[config.mk]
export PLATFORM = sky130hd
export DESIGN_NAME = encoder_bitscan_2pnxn
export DESIGN_NICKNAME = d
export VERILOG_FILES = /design/src/rtl/encoder_bitscan_2pnxn.sv
export SDC_FILE = /design/constraint.sdc
export NUM_CORES = 1
export LEC_CHECK = 0
export BUFFER_PORTS_ARGS = -buffer_cell sky130_fd_sc_hd__buf_2
export CAP_MARGIN = 30
export CORE_UTILIZATION = 45
export CTS_BUF_LIST = sky130_fd_sc_hd__clkbuf_4
export DETAILED_ROUTE_END_ITERATION = 8
export PLACE_DENSITY = 0.78
export SYNTH_ARGS = -nofsm -noshare
export SYNTH_HDL_FRONTEND = slang
export SYNTH_SLANG_ARGS = --single-unit
[constraint.sdc]
create_clock -name CLK -period 3.83 [get_ports CLK]
set_input_delay 0.766 -clock CLK [delete_from_list [all_inputs] [get_ports CLK]]
set_output_delay 0.766 -clock CLK [all_outputs]
set_load 0.02 [all_outputs]
[src/rtl/encoder_bitscan_2pnxn.sv]
// Sequential 2**N-to-N bit-scan encoder: takes one vector per input handshake and
// emits the index of each set bit, one per output beat, lowest- or highest-first.
module encoder_bitscan_2pnxn #(
    parameter int unsigned N         = 5,
    parameter bit          MSB_FIRST = 1'b0
) (
    input  logic              CLK,
    input  logic              RST,
    input  logic              IN_VALID,
    output logic              IN_READY,
    input  logic [2**N-1:0]   IN,
    output logic              OUT_VALID,
    input  logic              OUT_READY,
    output logic [N-1:0]      OUT,
    output logic [N:0]        OUT_SEQ,
    output logic              OUT_LAST,
    output logic              OUT_ZERO
);

    localparam int unsigned W = 2**N;

    localparam logic [0:0] StIdle = 1'b0;
    localparam logic [0:0] StScan = 1'b1;

    localparam logic [W-1:0] OneW   = {{(W-1){1'b0}}, 1'b1};
    localparam logic [N:0]   OneSeq = {{N{1'b0}}, 1'b1};

    logic [0:0]   state_q, state_d;
    logic [W-1:0] pend_q, pend_d;
    logic [N:0]   seq_q, seq_d;
    logic         zflag_q, zflag_d;

    logic [N-1:0] hit_idx;
    logic [W-1:0] hit_mask;
    logic         single;
    logic         scan;
    logic         last;
    logic         out_fire;
    logic         in_ready;
    logic         in_fire;

    // Priority-encode the pending bits; later loop iterations win, so the scan
    // direction picks which end of the vector has priority.
    always_comb begin
        hit_idx = '0;
        if (MSB_FIRST) begin
            for (int i = 0; i < W; i++) begin
                if (pend_q[i]) begin
                    hit_idx = i[N-1:0];
                end
            end
        end else begin
            for (int i = W - 1; i >= 0; i--) begin
                if (pend_q[i]) begin
                    hit_idx = i[N-1:0];
                end
            end
        end
        hit_mask = OneW << hit_idx;
    end

    // Handshake decode; a last beat frees the input port in the same cycle.
    always_comb begin
        scan     = (state_q == StScan);
        single   = (pend_q != '0) && ((pend_q & (pend_q - OneW)) == '0);
        last     = zflag_q || single;
        out_fire = scan && OUT_READY;
        in_ready = !scan || (OUT_READY && last);
        in_fire  = IN_VALID && in_ready;
    end

    // Next-state: a new vector load takes precedence over retiring the last beat.
    always_comb begin
        state_d = state_q;
        pend_d  = pend_q;
        seq_d   = seq_q;
        zflag_d = zflag_q;
        if (in_fire) begin
            state_d = StScan;
            pend_d  = IN;
            seq_d   = '0;
            zflag_d = (IN == '0);
        end else if (out_fire) begin
            if (last) begin
                // Clear leftovers so idle outputs stay at zero.
                state_d = StIdle;
                pend_d  = '0;
                seq_d   = '0;
                zflag_d = 1'b0;
            end else begin
                pend_d = pend_q & ~hit_mask;
                seq_d  = seq_q + OneSeq;
            end
        end
    end

    // State registers with synchronous reset that overrides any handshake.
    always_ff @(posedge CLK) begin
        if (RST) begin
            state_q <= StIdle;
            pend_q  <= '0;
            seq_q   <= '0;
            zflag_q <= 1'b0;
        end else begin
            state_q <= state_d;
            pend_q  <= pend_d;
            seq_q   <= seq_d;
            zflag_q <= zflag_d;
        end
    end

    // Outputs are forced to zero whenever no beat is presented.
    always_comb begin
        IN_READY  = in_ready;
        OUT_VALID = scan;
        OUT       = scan ? hit_idx : '0;
        OUT_SEQ   = scan ? seq_q : '0;
        OUT_LAST  = scan && last;
        OUT_ZERO  = scan && zflag_q;
    end

endmodule
After elaboration in Yosys (flattened, before gate mapping)
Index checks and enable logic that the tools add are counted.

word-level totals
  bits of input ports = 36
  output and inout bits = 15
  register bits = 40

operators by class
  reduce and logical (&&, ||, !) cells = 16
  add/subtract/negate cells = 2
  shift operators = 1
  muxes and demuxes = 42
  bitwise logic cells = 3

operators by type and width
  cell                                                                  number
  5-bit 2-to-1 mux                                                      33
  32-bit 2-to-1 mux                                                     3
  32-bit AND                                                            2
  32-bit logical NOT                                                    2
  32-bit NOT                                                            1
  32-bit nonzero test                                                   1
  1-bit by 5-bit left shift with 32-bit output, first input constant    1
  32-bit by 1-bit subtractor with 32-bit output, second input constant  1
  6-bit 2-to-1 mux                                                      2
  6-bit by 1-bit adder with 6-bit output, second input constant         1
  1-bit logical AND                                                     6
  1-bit 2-to-1 mux                                                      4
  2-bit nonzero test                                                    2
  1-bit logical OR                                                      2
  2-bit AND reduction                                                   1
  2-bit OR reduction                                                    1
  1-bit logical NOT                                                     1

Longest topological paths before layout
  depth in word-level cells = 38
  depth in mapped cells = 10
  depth with buffers taken out = 8

Least setup slack after synthesis
No wires, ideal clock.

  path kind = register to output
  start point = register pend_q[10]
  end point = output port OUT_LAST
  data required time = 3.064 ns
  arrival time = 2.626 ns
  stages on the path, launching flop included = 9
  path buffers = 1
  slack = 0.438 ns
  cells stage by stage = dfxtp_1 -> buf_2 -> or4_4 -> or3_1 -> o41ai_1 -> nand4_1 -> or4_4 -> o21bai_4 -> and2_1

between the ends
  longest elaborated chain between the ends = 6

ends and longest elaborated chain
  element                                        line  source
  start, declared                                29    logic [W-1:0] pend_q, pend_d;
  start signal, assigned                         106   pend_q <= pend_d;
  32-bit by 1-bit subtractor with 32-bit output  65    single = (pend_q != '0) && ((pend_q & (pend_q - OneW)) == '0);
  32-bit AND                                     65
  32-bit logical NOT                             65
  1-bit logical AND *                            65
  1-bit logical OR *                             66    last = zflag_q || single;
  1-bit logical AND *                            118   OUT_LAST = scan && last;
  end, declared                                  16    output logic OUT_LAST,

Every way passes the cells marked *; elsewhere a longest branch is shown, timed or not.

Worst setup path in the final report
  start point = register pend_q[16]
  end point = output port OUT_LAST

Same word-level chain as after synthesis.

==> impl_metrics.yaml <==
critical_path:
  reg2reg_setup_slack_ps: 560
  critPathKind: "flop to primary output"
  crit_fanout: 10
  path_buf_inv: 1
  r2r_end: "pend_q[28]"
  cpMaxStageDelayCell: "or4_1"
  max_stage_delay_ps: 550
  crit_required_ps: 3060
  path_cells: "or4_1, or3_4, or3_1, o31a_1, o22a_2, o21bai_4, and2_1, buf_6"
  end_kind: "primary output"
  worstPathArrival_ps: 3040
  r2r_cells: 9
  crit_family: "simple AND/OR/NAND/NOR gates"
  worst_setup_path_start_kind: "flop"
  cp.depth: 8
  r2r_start: "pend_q[8]"
cells_and_area:
  syn_to_final_growth_pct: 19.2
  drive_gt1_share_pct: 26.1
  nets: 411
  stdcell_count: 447
  diodes: 0
  final_core_util_pct: 55.9
floorplan:
  initial_core_util_pct: 46.9
  core_um2: 5540
  die_w_um: 78.0
  io_pins: 51
  die_y_um: 78.0
  dieArea_um2: 6080
  num_rows: 27
yosys:
  synthMuxAreaShare_pct: 0
  synthAdderAreaFrac_pct: 0.867
  syn_nets: 354
  ys.warnings.count: 0
  synth-edff-count: 0
  synth.cell_area_um2: 2600
  syn_inst: 317
  synth_top_family_by_area: "compound AO/OA/AOI/OAI gates"
  synth-compound-area-share_pct: 31.6
  synth-seq-cells: 40
  ys_async_sr_fraction_pct: 0
  yosys.area_share.simple_pct: 30.7
  avgSynthCellArea_um2: 8.19
  ys_types: 56
  ys.flop_type: "dfxtp_1"
  synth_xor_area_share_pct: 1.01
  synth_seq_area_share_pct: 30.8
timing:
  rsz0062_at_grt: "true"
  drv_slew: 0
  setup_slack_ps: 28.8
  post-route-period-util_pct: 99.2
  setup_violations: 0
  slew_headroom_pct: 46.4
  fmax_mhz: 263
  skew_ps: 16.0
  hold_violations: 0
  worst_pin_slew_ps: 802
  period_needed_ps: 3800
  tns_ps: 0
worst_hold_path:
  hp-class: "flop to flop"
  hold_depth: 2
  hold_end: "seq_q[5]"
  holdCritStartpoint: "seq_q[5]"
cts:
  clockRootBuffer: "clkbuf_4"
  path_clk_slew_ps: 130
  htreeDepth: 2
  clockBufferDepth: 2
  cts_tree: "done"
  cts.sinks: 40
  cts_buffers: 5
  clk_latency_ps: 370
flow_run:
  maxCapViolations: 0
route:
  first_pass_iters: 5
  drt_iter0_drc: 345
  antenna_left: 0
  dr_total_vias: 2937
  viasPerCell: 6.57
  drt_wl_total_mm: 8.75
  drc: 0
  wire_per_inst_um: 19.6
global_route:
  grt_pass1_vias: 2713
  antenna_found_initial: 0
  grt_pass1_wl_mm: 13.8
  grt_start_max_net_pins: 28
  globalRouteOverflowTotal: 0
  grt_usage_pct: 29.4
placement:
  dp.cells: 438
  dpl_worst_slack_ps: 284
  io_buffers: 50
  hpwl_mm: 6.52
  gp_congestion: 0.974
pwr:
  p_per_area_nw_per_um2: 461
  p_leak_nw: 1.19
  vdd_drop_max_v: 0.000253
status:
  outcome: "complete, no violations"
==> sequential cells by signal, indices dropped and copies added, names as in the netlist <==
register   flops
seq_q          6
OUT_VALID      1
zflag_q        1
pend_q        32
==> logic make-up (layout without fill, tap and decap cells) <==
group / Yosys count / count (layout)
AOI/OAI and AO/OA: 102 / 102
xor gates and xnor gates: 3 / 3
adders and majority gates: 2 / 2
buffers and inverters: 24 / 82
DFF: 40 / 40
and+or+nand+nor: 146 / 146
==> cell usage in the layout, fill, tap and decap left out, drive strengths merged, types with 2 or more instances in the layout <==
master / Yosys / final
a211o: 2 / 2
a211oi: 2 / 2
a21boi: 3 / 3
a21o: 2 / 2
a21oi: 15 / 15
a221o: 3 / 3
a221oi: 3 / 3
a22o: 8 / 8
a32o: 22 / 22
and2: 14 / 14
and3: 3 / 3
buf: 8 / 66
clkbuf: 8 / 5
dfxtp: 40 / 40
inv: 8 / 8
nand2: 27 / 27
nand2b: 4 / 4
nand3: 4 / 4
nand4: 10 / 10
nor2: 27 / 27
nor2b: 3 / 3
nor3: 12 / 12
nor3b: 5 / 5
nor4: 19 / 19
o211ai: 3 / 3
o21ai: 18 / 18
o21bai: 4 / 4
o31ai: 2 / 2
o41ai: 4 / 4
or2: 2 / 2
or3: 8 / 8
or4: 6 / 6
xnor2: 3 / 3
==> area by class of cell <==
cell class / count / area, um2
clock inverters: 3 / 42.5
flip-flops and latches: 40 / 812
well taps: 72 / 90.1
repair buffers: 66 / 383
multi-input cells: 253 / 1700
inverters: 8 / 30.0
fillers: 540 / 2440
clock buffers: 5 / 37.5
==> worst max-delay path by stage <==
stage	from	end	slack, ps
final	pend_q[16]	OUT_LAST	30
after floorplan	pend_q[10]	OUT_LAST	440
after detailed placement	pend_q[16]	IN_READY	280
after CTS	pend_q[16]	IN_READY	3
after global routing	pend_q[8]	IN_READY	-50
after global placement	pend_q[8]	IN_READY	360
==> per-stage QoR <==
| step | hold slack, ps | cell area [um2] | power [W] |
|---|---|---|---|
| detailed placement | 492 | 2950 | 0.00109 |
| floorplan | 459 | 2600 | 0.000895 |
| global placement | 468 | 2950 | 0.00109 |
| finish | 513 | 3100 | 0.00143 |
| CTS | 509 | 3070 | 0.00140 |
| global route | 556 | 3100 | 0.00149 |
==> synthesized netlist by cell type (all sizes together) (3+ instances only) <==
cell,number,area (um2)
o21bai,4,41.3
nor4,19,131
o41ai,4,35.0
a32o,22,220
nand2,27,101
a21oi,15,86.3
a22o,8,70.1
a21boi,3,22.5
inv,8,30.0
o211ai,3,22.5
dfxtp,40,801
and3,3,18.8
o21ai,18,101
nand3,4,20.0
buf,8,70.1
nand2b,4,25.0
or4,6,52.6
nand4,10,62.6
nor2,27,101
nor3,12,60.1
xnor2,3,26.3
clkbuf,8,30.0
and2,14,87.6
a221oi,3,26.3
a221o,3,30.0
or3,8,50.1
nor2b,3,18.8
nor3b,5,37.5
==> power by group <==
part,switching [W],internal [W]
clock,0.000160,0.000136
combinational,0.000358,0.000250
sequential,0.0000698,0.000453
==> worst reg2reg max path, cell delays in order (launching register included) <==
cell and delay (ps):
dfxtp_4 390, or4_4 560, or3_4 390, o41ai_2 200, nand4_1 140, or4_4 530
buf_4 170, o21ai_4 220, o21ai_0 220, a221o_1 330
==> layer usage <==
metal  routed length, um  vias to the layer above  global-route usage, %
met1                3640                     1363                   40.0
met2                3870                      189                   45.2
met4                 278                        0                   13.9
li1                    -                     1363                      -
met5                   0                        -                      0
met3                 967                       22                   4.59
==> what timing repair did <==
item	in CTS	in global routing
pin swaps	2	1
endpoints found under the setup margin	2	2
gates cloned	0	0
endpoints found under the hold margin	0	0
hold buffers	0	0
setup buffers	1	0
gates resized for setup	9	9
Note: power is estimated with default switching activity, not from simulation.
